==> src/rtl/alu_seq_if.sv <==
// Request/response bundle for alu_seq: operation request in, results and status out.
interface alu_seq_if #(
    parameter int WIDTH = 32
);
    logic             start;
    logic [3:0]       op;
    logic [WIDTH-1:0] a;
    logic [WIDTH-1:0] b;
    logic             ready;
    logic             done;
    logic [WIDTH-1:0] s;
    logic             z;
    logic [WIDTH-1:0] hi;
    logic [WIDTH-1:0] lo;
    logic             dz;

    modport master (
        output start, op, a, b,
        input  ready, done, s, z, hi, lo, dz
    );

    modport slave (
        input  start, op, a, b,
        output ready, done, s, z, hi, lo, dz
    );
endinterface

==> src/rtl/alu_seq.sv <==
// Sequential ALU: single-cycle arithmetic/logic/shift ops, plus iterative multiply
// (shift-add) and restoring divide at one bit per cycle, finished by a sign-fix cycle.
module alu_seq #(
    parameter int WIDTH = 32
) (
    input  logic     clock,
    input  logic     resetn,
    alu_seq_if.slave bus
);
    localparam int CW = $clog2(WIDTH);

    localparam logic [3:0] OP_ADD  = 4'b0000;
    localparam logic [3:0] OP_AND  = 4'b0001;
    localparam logic [3:0] OP_XOR  = 4'b0010;
    localparam logic [3:0] OP_SLL  = 4'b0011;
    localparam logic [3:0] OP_SUB  = 4'b0100;
    localparam logic [3:0] OP_OR   = 4'b0101;
    localparam logic [3:0] OP_LUI  = 4'b0110;
    localparam logic [3:0] OP_SRL  = 4'b0111;
    localparam logic [3:0] OP_SLT  = 4'b1100;
    localparam logic [3:0] OP_SLTU = 4'b1101;
    localparam logic [3:0] OP_SRA  = 4'b1111;

    if ((WIDTH % 2) != 0 || WIDTH < 8) begin : g_bad_width
        $error("alu_seq: WIDTH must be even and >= 8");
    end

    typedef enum logic [1:0] {
        IDLE = 2'd0,
        MUL  = 2'd1,
        DIV  = 2'd2,
        FIX  = 2'd3
    } state_t;

    function automatic logic [WIDTH-1:0] negate_if(input logic [WIDTH-1:0] x, input logic n);
        return n ? -x : x;
    endfunction

    function automatic logic [WIDTH-1:0] magnitude(input logic [WIDTH-1:0] x, input logic sgn);
        return negate_if(x, sgn && x[WIDTH-1]);
    endfunction

    function automatic logic [WIDTH-1:0] alu_single(input logic [3:0] f,
                                                    input logic [WIDTH-1:0] x,
                                                    input logic [WIDTH-1:0] y);
        logic signed [WIDTH-1:0] sx;
        logic signed [WIDTH-1:0] sy;
        logic [CW-1:0]           sh;
        sx = x;
        sy = y;
        sh = x[CW-1:0];
        case (f)
            OP_ADD:  return x + y;
            OP_SUB:  return x - y;
            OP_AND:  return x & y;
            OP_OR:   return x | y;
            OP_XOR:  return x ^ y;
            OP_LUI:  return y << (WIDTH / 2);
            OP_SLL:  return y << sh;
            OP_SRL:  return y >> sh;
            OP_SRA:  return sy >>> sh;
            OP_SLT:  return {{(WIDTH-1){1'b0}}, (sx < sy)};
            OP_SLTU: return {{(WIDTH-1){1'b0}}, (x < y)};
            default: return '0;
        endcase
    endfunction

    state_t                 state_q, state_d;
    logic [CW-1:0]          cnt_q, cnt_d;
    logic                   ready, go_single, load, fin;
    logic                   op_long, op_mul, op_sgn, b_zero;

    logic [2*WIDTH-1:0]     acc_q, acc_d;
    logic [WIDTH-1:0]       m_q, m_d;
    logic [WIDTH-1:0]       a_q, a_d;
    logic                   neg_q, neg_d, negr_q, negr_d;
    logic                   div_q, div_d, dz0_q, dz0_d;

    logic [WIDTH:0]         mul_sum, div_t;
    logic                   div_ge;
    logic [WIDTH-1:0]       div_rem;
    logic [2*WIDTH-1:0]     prod;
    logic [WIDTH-1:0]       single_res;

    logic [WIDTH-1:0]       s_q, s_d, hi_q, hi_d, lo_q, lo_d;
    logic                   z_q, z_d, dz_q, dz_d, done_q, done_d;

    // Long ops are 10xx: bit 1 selects divide, bit 0 selects unsigned.
    assign op_long    = bus.op[3:2] == 2'b10;
    assign op_mul     = ~bus.op[1];
    assign op_sgn     = ~bus.op[0];
    assign b_zero     = bus.b == '0;
    assign single_res = alu_single(bus.op, bus.a, bus.b);

    always_ff @(posedge clock or negedge resetn) begin
        if (!resetn) begin
            state_q <= IDLE;
            cnt_q   <= '0;
        end else begin
            state_q <= state_d;
            cnt_q   <= cnt_d;
        end
    end

    always_comb begin
        state_d = state_q;
        cnt_d   = cnt_q;
        case (state_q)
            IDLE: begin
                if (bus.start && op_long) begin
                    if (op_mul) begin
                        state_d = MUL;
                        cnt_d   = CW'(WIDTH - 1);
                    end else if (b_zero) begin
                        state_d = FIX;
                    end else begin
                        state_d = DIV;
                        cnt_d   = CW'(WIDTH - 1);
                    end
                end
            end
            MUL, DIV: begin
                if (cnt_q == '0) state_d = FIX;
                else             cnt_d   = cnt_q - CW'(1);
            end
            FIX:     state_d = IDLE;
            default: state_d = IDLE;
        endcase
    end

    always_comb begin
        ready     = state_q == IDLE;
        go_single = ready && bus.start && !op_long;
        load      = ready && bus.start && op_long;
        fin       = state_q == FIX;
    end

    // acc holds {partial product high, multiplier} or {partial remainder, dividend/quotient}.
    assign mul_sum = {1'b0, acc_q[2*WIDTH-1:WIDTH]} + (acc_q[0] ? {1'b0, m_q} : '0);
    assign div_t   = {acc_q[2*WIDTH-1:WIDTH], acc_q[WIDTH-1]};
    assign div_ge  = div_t >= {1'b0, m_q};
    assign div_rem = div_ge ? WIDTH'(div_t - {1'b0, m_q}) : div_t[WIDTH-1:0];
    assign prod    = neg_q ? -acc_q : acc_q;

    always_comb begin
        acc_d  = acc_q;
        m_d    = m_q;
        a_d    = a_q;
        neg_d  = neg_q;
        negr_d = negr_q;
        div_d  = div_q;
        dz0_d  = dz0_q;
        if (load) begin
            a_d    = bus.a;
            neg_d  = op_sgn && (bus.a[WIDTH-1] ^ bus.b[WIDTH-1]);
            negr_d = op_sgn && bus.a[WIDTH-1];
            div_d  = !op_mul;
            dz0_d  = !op_mul && b_zero;
            if (op_mul) begin
                acc_d = {{WIDTH{1'b0}}, magnitude(bus.b, op_sgn)};
                m_d   = magnitude(bus.a, op_sgn);
            end else begin
                acc_d = {{WIDTH{1'b0}}, magnitude(bus.a, op_sgn)};
                m_d   = magnitude(bus.b, op_sgn);
            end
        end else if (state_q == MUL) begin
            acc_d = {mul_sum, acc_q[WIDTH-1:1]};
        end else if (state_q == DIV) begin
            acc_d = {div_rem, acc_q[WIDTH-2:0], div_ge};
        end
    end

    always_ff @(posedge clock) begin
        acc_q  <= acc_d;
        m_q    <= m_d;
        a_q    <= a_d;
        neg_q  <= neg_d;
        negr_q <= negr_d;
    end

    always_ff @(posedge clock or negedge resetn) begin
        if (!resetn) begin
            div_q <= 1'b0;
            dz0_q <= 1'b0;
        end else begin
            div_q <= div_d;
            dz0_q <= dz0_d;
        end
    end

    always_comb begin
        done_d = go_single || fin;
        s_d    = s_q;
        z_d    = z_q;
        hi_d   = hi_q;
        lo_d   = lo_q;
        dz_d   = dz_q;
        if (go_single) begin
            s_d = single_res;
            z_d = single_res == '0;
        end else if (fin) begin
            if (dz0_q) begin
                lo_d = '1;
                hi_d = a_q;
            end else if (div_q) begin
                lo_d = negate_if(acc_q[WIDTH-1:0], neg_q);
                hi_d = negate_if(acc_q[2*WIDTH-1:WIDTH], negr_q);
            end else begin
                lo_d = prod[WIDTH-1:0];
                hi_d = prod[2*WIDTH-1:WIDTH];
            end
            s_d = lo_d;
            z_d = lo_d == '0;
            if (div_q) dz_d = dz0_q;
        end
    end

    always_ff @(posedge clock or negedge resetn) begin
        if (!resetn) begin
            s_q    <= '0;
            z_q    <= 1'b1;
            hi_q   <= '0;
            lo_q   <= '0;
            dz_q   <= 1'b0;
            done_q <= 1'b0;
        end else begin
            s_q    <= s_d;
            z_q    <= z_d;
            hi_q   <= hi_d;
            lo_q   <= lo_d;
            dz_q   <= dz_d;
            done_q <= done_d;
        end
    end

    assign bus.ready = ready;
    assign bus.done  = done_q;
    assign bus.s     = s_q;
    assign bus.z     = z_q;
    assign bus.hi    = hi_q;
    assign bus.lo    = lo_q;
    assign bus.dz    = dz_q;
endmodule
==> src/flat_wrapper.sv <==
// flat-port wrapper written by rule: the top's interface ports become plain ports
module alu_seq_flat 
#(
    parameter int WIDTH = 32
)
  (clock, resetn, bus_start, bus_op, bus_a, bus_b, bus_ready, bus_done, bus_s, bus_z, bus_hi, bus_lo, bus_dz);
  alu_seq_if #(.WIDTH(WIDTH)) bus_i ();
  input  logic clock;
  input  logic resetn;
  input wire logic [$bits(bus_i.start)-1:0] bus_start;
  input wire logic [$bits(bus_i.op)-1:0] bus_op;
  input wire logic [$bits(bus_i.a)-1:0] bus_a;
  input wire logic [$bits(bus_i.b)-1:0] bus_b;
  output wire logic [$bits(bus_i.ready)-1:0] bus_ready;
  output wire logic [$bits(bus_i.done)-1:0] bus_done;
  output wire logic [$bits(bus_i.s)-1:0] bus_s;
  output wire logic [$bits(bus_i.z)-1:0] bus_z;
  output wire logic [$bits(bus_i.hi)-1:0] bus_hi;
  output wire logic [$bits(bus_i.lo)-1:0] bus_lo;
  output wire logic [$bits(bus_i.dz)-1:0] bus_dz;
  assign bus_i.start = bus_start;
  assign bus_i.op = bus_op;
  assign bus_i.a = bus_a;
  assign bus_i.b = bus_b;
  assign bus_ready = bus_i.ready;
  assign bus_done = bus_i.done;
  assign bus_s = bus_i.s;
  assign bus_z = bus_i.z;
  assign bus_hi = bus_i.hi;
  assign bus_lo = bus_i.lo;
  assign bus_dz = bus_i.dz;
  alu_seq #(.WIDTH(WIDTH)) u_core (.clock(clock), .resetn(resetn), .bus(bus_i));
endmodule
==> config.mk <==
export PLATFORM = sky130hd
export DESIGN_NAME = alu_seq_flat
export DESIGN_NICKNAME = d
export VERILOG_FILES = /design/src/rtl/alu_seq_if.sv /design/src/rtl/alu_seq.sv /design/src/flat_wrapper.sv
export SDC_FILE = /design/constraint.sdc
export NUM_CORES = 1
export LEC_CHECK = 0
export ABC_AREA = 0
export BUFFER_PORTS_ARGS = -buffer_cell sky130_fd_sc_hd__buf_2
export CAP_MARGIN = 5
export CORE_ASPECT_RATIO = 1.2
export CORE_UTILIZATION = 40
export CTS_BUF_LIST = sky130_fd_sc_hd__clkbuf_8
export DETAILED_ROUTE_END_ITERATION = 10
export MAX_ROUTING_LAYER = met4
export PLACE_DENSITY = 0.56
export SYNTH_ARGS = -nofsm -noshare
export SYNTH_HDL_FRONTEND = slang
export SYNTH_SLANG_ARGS = --single-unit
export TNS_END_PERCENT = 50
==> constraint.sdc <==
create_clock -name clock -period 6.6 [get_ports clock]
set_clock_uncertainty 0.1 [all_clocks]
set_input_delay 1.32 -clock clock [delete_from_list [all_inputs] [get_ports clock]]
set_output_delay 1.32 -clock clock [all_outputs]
set_load 0.05 [all_outputs]
==> flow_metrics.tcl <==
set metrics [dict create \
    setup_viol 0 \
    crit_path_end_kind "register" \
    synth-seq-area-share_pct 24.0 \
    ir_drop_mv 0.476 \
    min_period_over_period_pct 81.5 \
    fp-row-count 105 \
    synthCells 3381 \
    holdWs_ps 373 \
    grt_start_max_net_pins 90 \
    max_freq_mhz 186 \
    drtPass1Iterations 8 \
    r2r_cells 14 \
    status "finished clean" \
    place_hpwl_mm 106 \
    die_w_um 242 \
    die_h_um 289 \
    slew_violations 0 \
    final-hold-violation-count 0 \
    grt_usage_pct 39.8 \
    fin_crit_ps 5380 \
    routed_wl_mm 138 \
    drc 0 \
    yosysWarnings 0 \
    setup_tns_ps 0 \
    cts_tree "yes" \
    viasPerCell 6.54 \
    holdCritPathClass "reg2reg" \
    cts_resized 0 \
    crit_arrival_ps 5850 \
    worstSkewPairLatency_ps 650 \
    num_vias 28839 \
    syn-num-nets 3632 \
    grt_antenna_before_repair 9 \
    synthFlopType "edfxtp_1" \
    cts_buffers 43 \
    leakagePower_nw 12.3 \
    routabilityCongestion 1.08 \
    n_fill_cell 6978 \
    io_buffers 170 \
    rsz0062_at_grt "false" \
    grt_pass1_wl_mm 198 \
    fin_nets 3712 \
    clk_pin_slew_ps 70 \
    worstSetupStartpointType "input pin" \
    cts_buffer_depth 3 \
    ioPinCount 171 \
    antenna_left 0 \
    post_synth.cell_area_avg_um2 8.14 \
    netlist_area_mm2 0.0275 \
    power-per-cell-area_mw_per_mm2 406 \
    maxCapViolations 0 \
    synth_edf_count 130 \
    grt_pass1_vias 28049 \
    maxSlewHeadroom_pct 22.3 \
    clockRootBuffer "clkbuf_8" \
    drive_above_1_share_pct 14.6 \
    worst_pin_slew_ps 1160 \
    drt_iter0_markers 2907 \
    area.growth.synth_to_final_pct 10.7 \
    wire_per_inst_um 31.2 \
    cp_max_fo 21 \
    start_util_pct 40.4 \
    cts_setup_buffers 0 \
    htreeDepth 2 \
    synth_top_area_cell "edfxtp_1" \
    ys_seq_elements 238 \
    crit_required_ps 7070 \
    yosysTopAreaCellShare_pct 14.2 \
    cts_hold_buffers 0 \
    die-area_mm2 0.0699 \
    synth_area_leaders "edfxtp_1, dfrtp_1, ha_1" \
    critical_path_class "in2reg" \
    cts_sinks 238 \
    ys_types 91 \
    hold_path_depth 1 \
    async_reset_ff_share_pct 45.4 \
    coreArea_mm2 0.0682 \
    gr-total-overflow 0 \
]
power breakdown:
group	switching [mW]	total (mW)	internal, mW
clock network	0.709	1.57	0.863
logic	5.04	7.66	2.62
registers	0.742	3.15	2.40
area by class of cell:
cell class | count | area, µm² | share of cell area (%)
inverter | 167 | 629 | 2.07
tap | 909 | 1140 | 3.73
sequential | 238 | 6610 | 21.7
multi-input combinational | 2728 | 19400 | 63.6
clock inverter | 34 | 314 | 1.03
antenna | 7 | 17.5 | 0.0575
timing repair buffer | 283 | 1780 | 5.84
clock buffer | 44 | 606 | 1.99
path summary, 6_finish.rpt:
kind | to | start | slack (ps)
max | u_core.bus.z$_DFFE_PN1P_ | bus_a[1] | 1220
min reg2reg | u_core.bus.lo[8]$_DFFE_PN0P_ | u_core.bus.lo[8]$_DFFE_PN0P_ | 370
max reg2reg | u_core.acc_q[62]$_SDFFCE_PP0P_ | u_core.acc_q[0]$_DFFE_PP_ | 1510
min in group asynchronous | u_core.cnt_q[4]$_DFFE_PN0P_ | resetn | 560
max in group asynchronous | u_core.bus.s[29]$_DFFE_PN0P_ | resetn | 4470
min | u_core.bus.lo[8]$_DFFE_PN0P_ | u_core.bus.lo[8]$_DFFE_PN0P_ | 370
through the flow:
stage / area, µm² / power [mW] / setup slack (ps) / instances / util (%)
finish: 30500 / 12.4 / 1220 / 4410 / 44.7
CTS: 30400 / 12.3 / 1370 / 4402 / 44.6
floorplan: 27500 / 8.36 / 453 / 3381 / -
global placement: 29500 / 10.7 / 733 / 4324 / 43.3
global route: 30500 / 13.1 / 1170 / 4410 / 44.7
detailed placement: 29500 / 10.7 / 685 / 4324 / 43.3
cell usage after synthesis (all sizes together), types with 50 or more instances:
library cell,count
nor2,311
o211ai,50
nand2,297
buf,72
clkbuf,176
xnor2,138
edfxtp,130
mux4,69
nand2b,51
o21a,50
a21oi,264
o21ai,238
mux2i,152
ha,176
nand3,66
dfrtp,107
inv,164
nor3,85
critical path, cell delays in order:
cell and delay (ps):
buf_4 290, buf_4 340, mux2_2 380, mux4_2 500, a222oi_1 680, nor2_1 120, a2111oi_0 540, buf_4 220
nor4b_1 460, buf_4 230, o2111ai_1 110, or4b_1 510, o21ai_1 120
registers in the layout (all words and copies together), names as in the netlist, 2 cells and up:
signal          flops
u_core.a_q         32
u_core.acc_q       64
u_core.bus.hi      32
u_core.bus.lo      32
u_core.bus.s       32
u_core.cnt_q        5
u_core.m_q         32
u_core.state_q      2
layer usage:
metal / part of all wire [%] / up-vias / GRT usage, % / routed length, µm
met5: 0 / - / - / 0
met4: 8.4 / 0 / 29.4 / 11500
met3: 6.9 / 462 / 5.88 / 9480
met2: 47 / 1501 / 64.2 / 64100
met1: 38 / 14102 / 45.2 / 52600
li1: - / 12774 / - / -
cell families (layout without fill, tap and decap cells):
logic type,count (synthesis),in the layout,share of synthesized area [%]
flops,238,238,24.0
fa+ha+maj,180,180,8.29
buf+inv,415,528,5.92
mux,264,264,13.0
other cells,0,7,0
xor+xnor,169,169,5.38
compound gates,1063,1063,25.3
simple gates,1052,1052,18.1
layout by cell type, fill, tap and decap left out, types with 66 or more instances in the layout:
cell / netlist / layout
a21oi_1: 263 / 263
buf_2: 31 / 164
buf_4: 7 / 113
dfrtp_1: 107 / 106
edfxtp_1: 130 / 130
ha_1: 176 / 174
inv_1: 161 / 174
mux2i_1: 152 / 152
mux4_2: 69 / 69
nand2_1: 297 / 296
nand3_1: 66 / 66
nor2_1: 311 / 309
nor3_1: 85 / 83
o21ai_0: 235 / 235
xnor2_1: 138 / 138
Power figures use the tool's default switching activity.
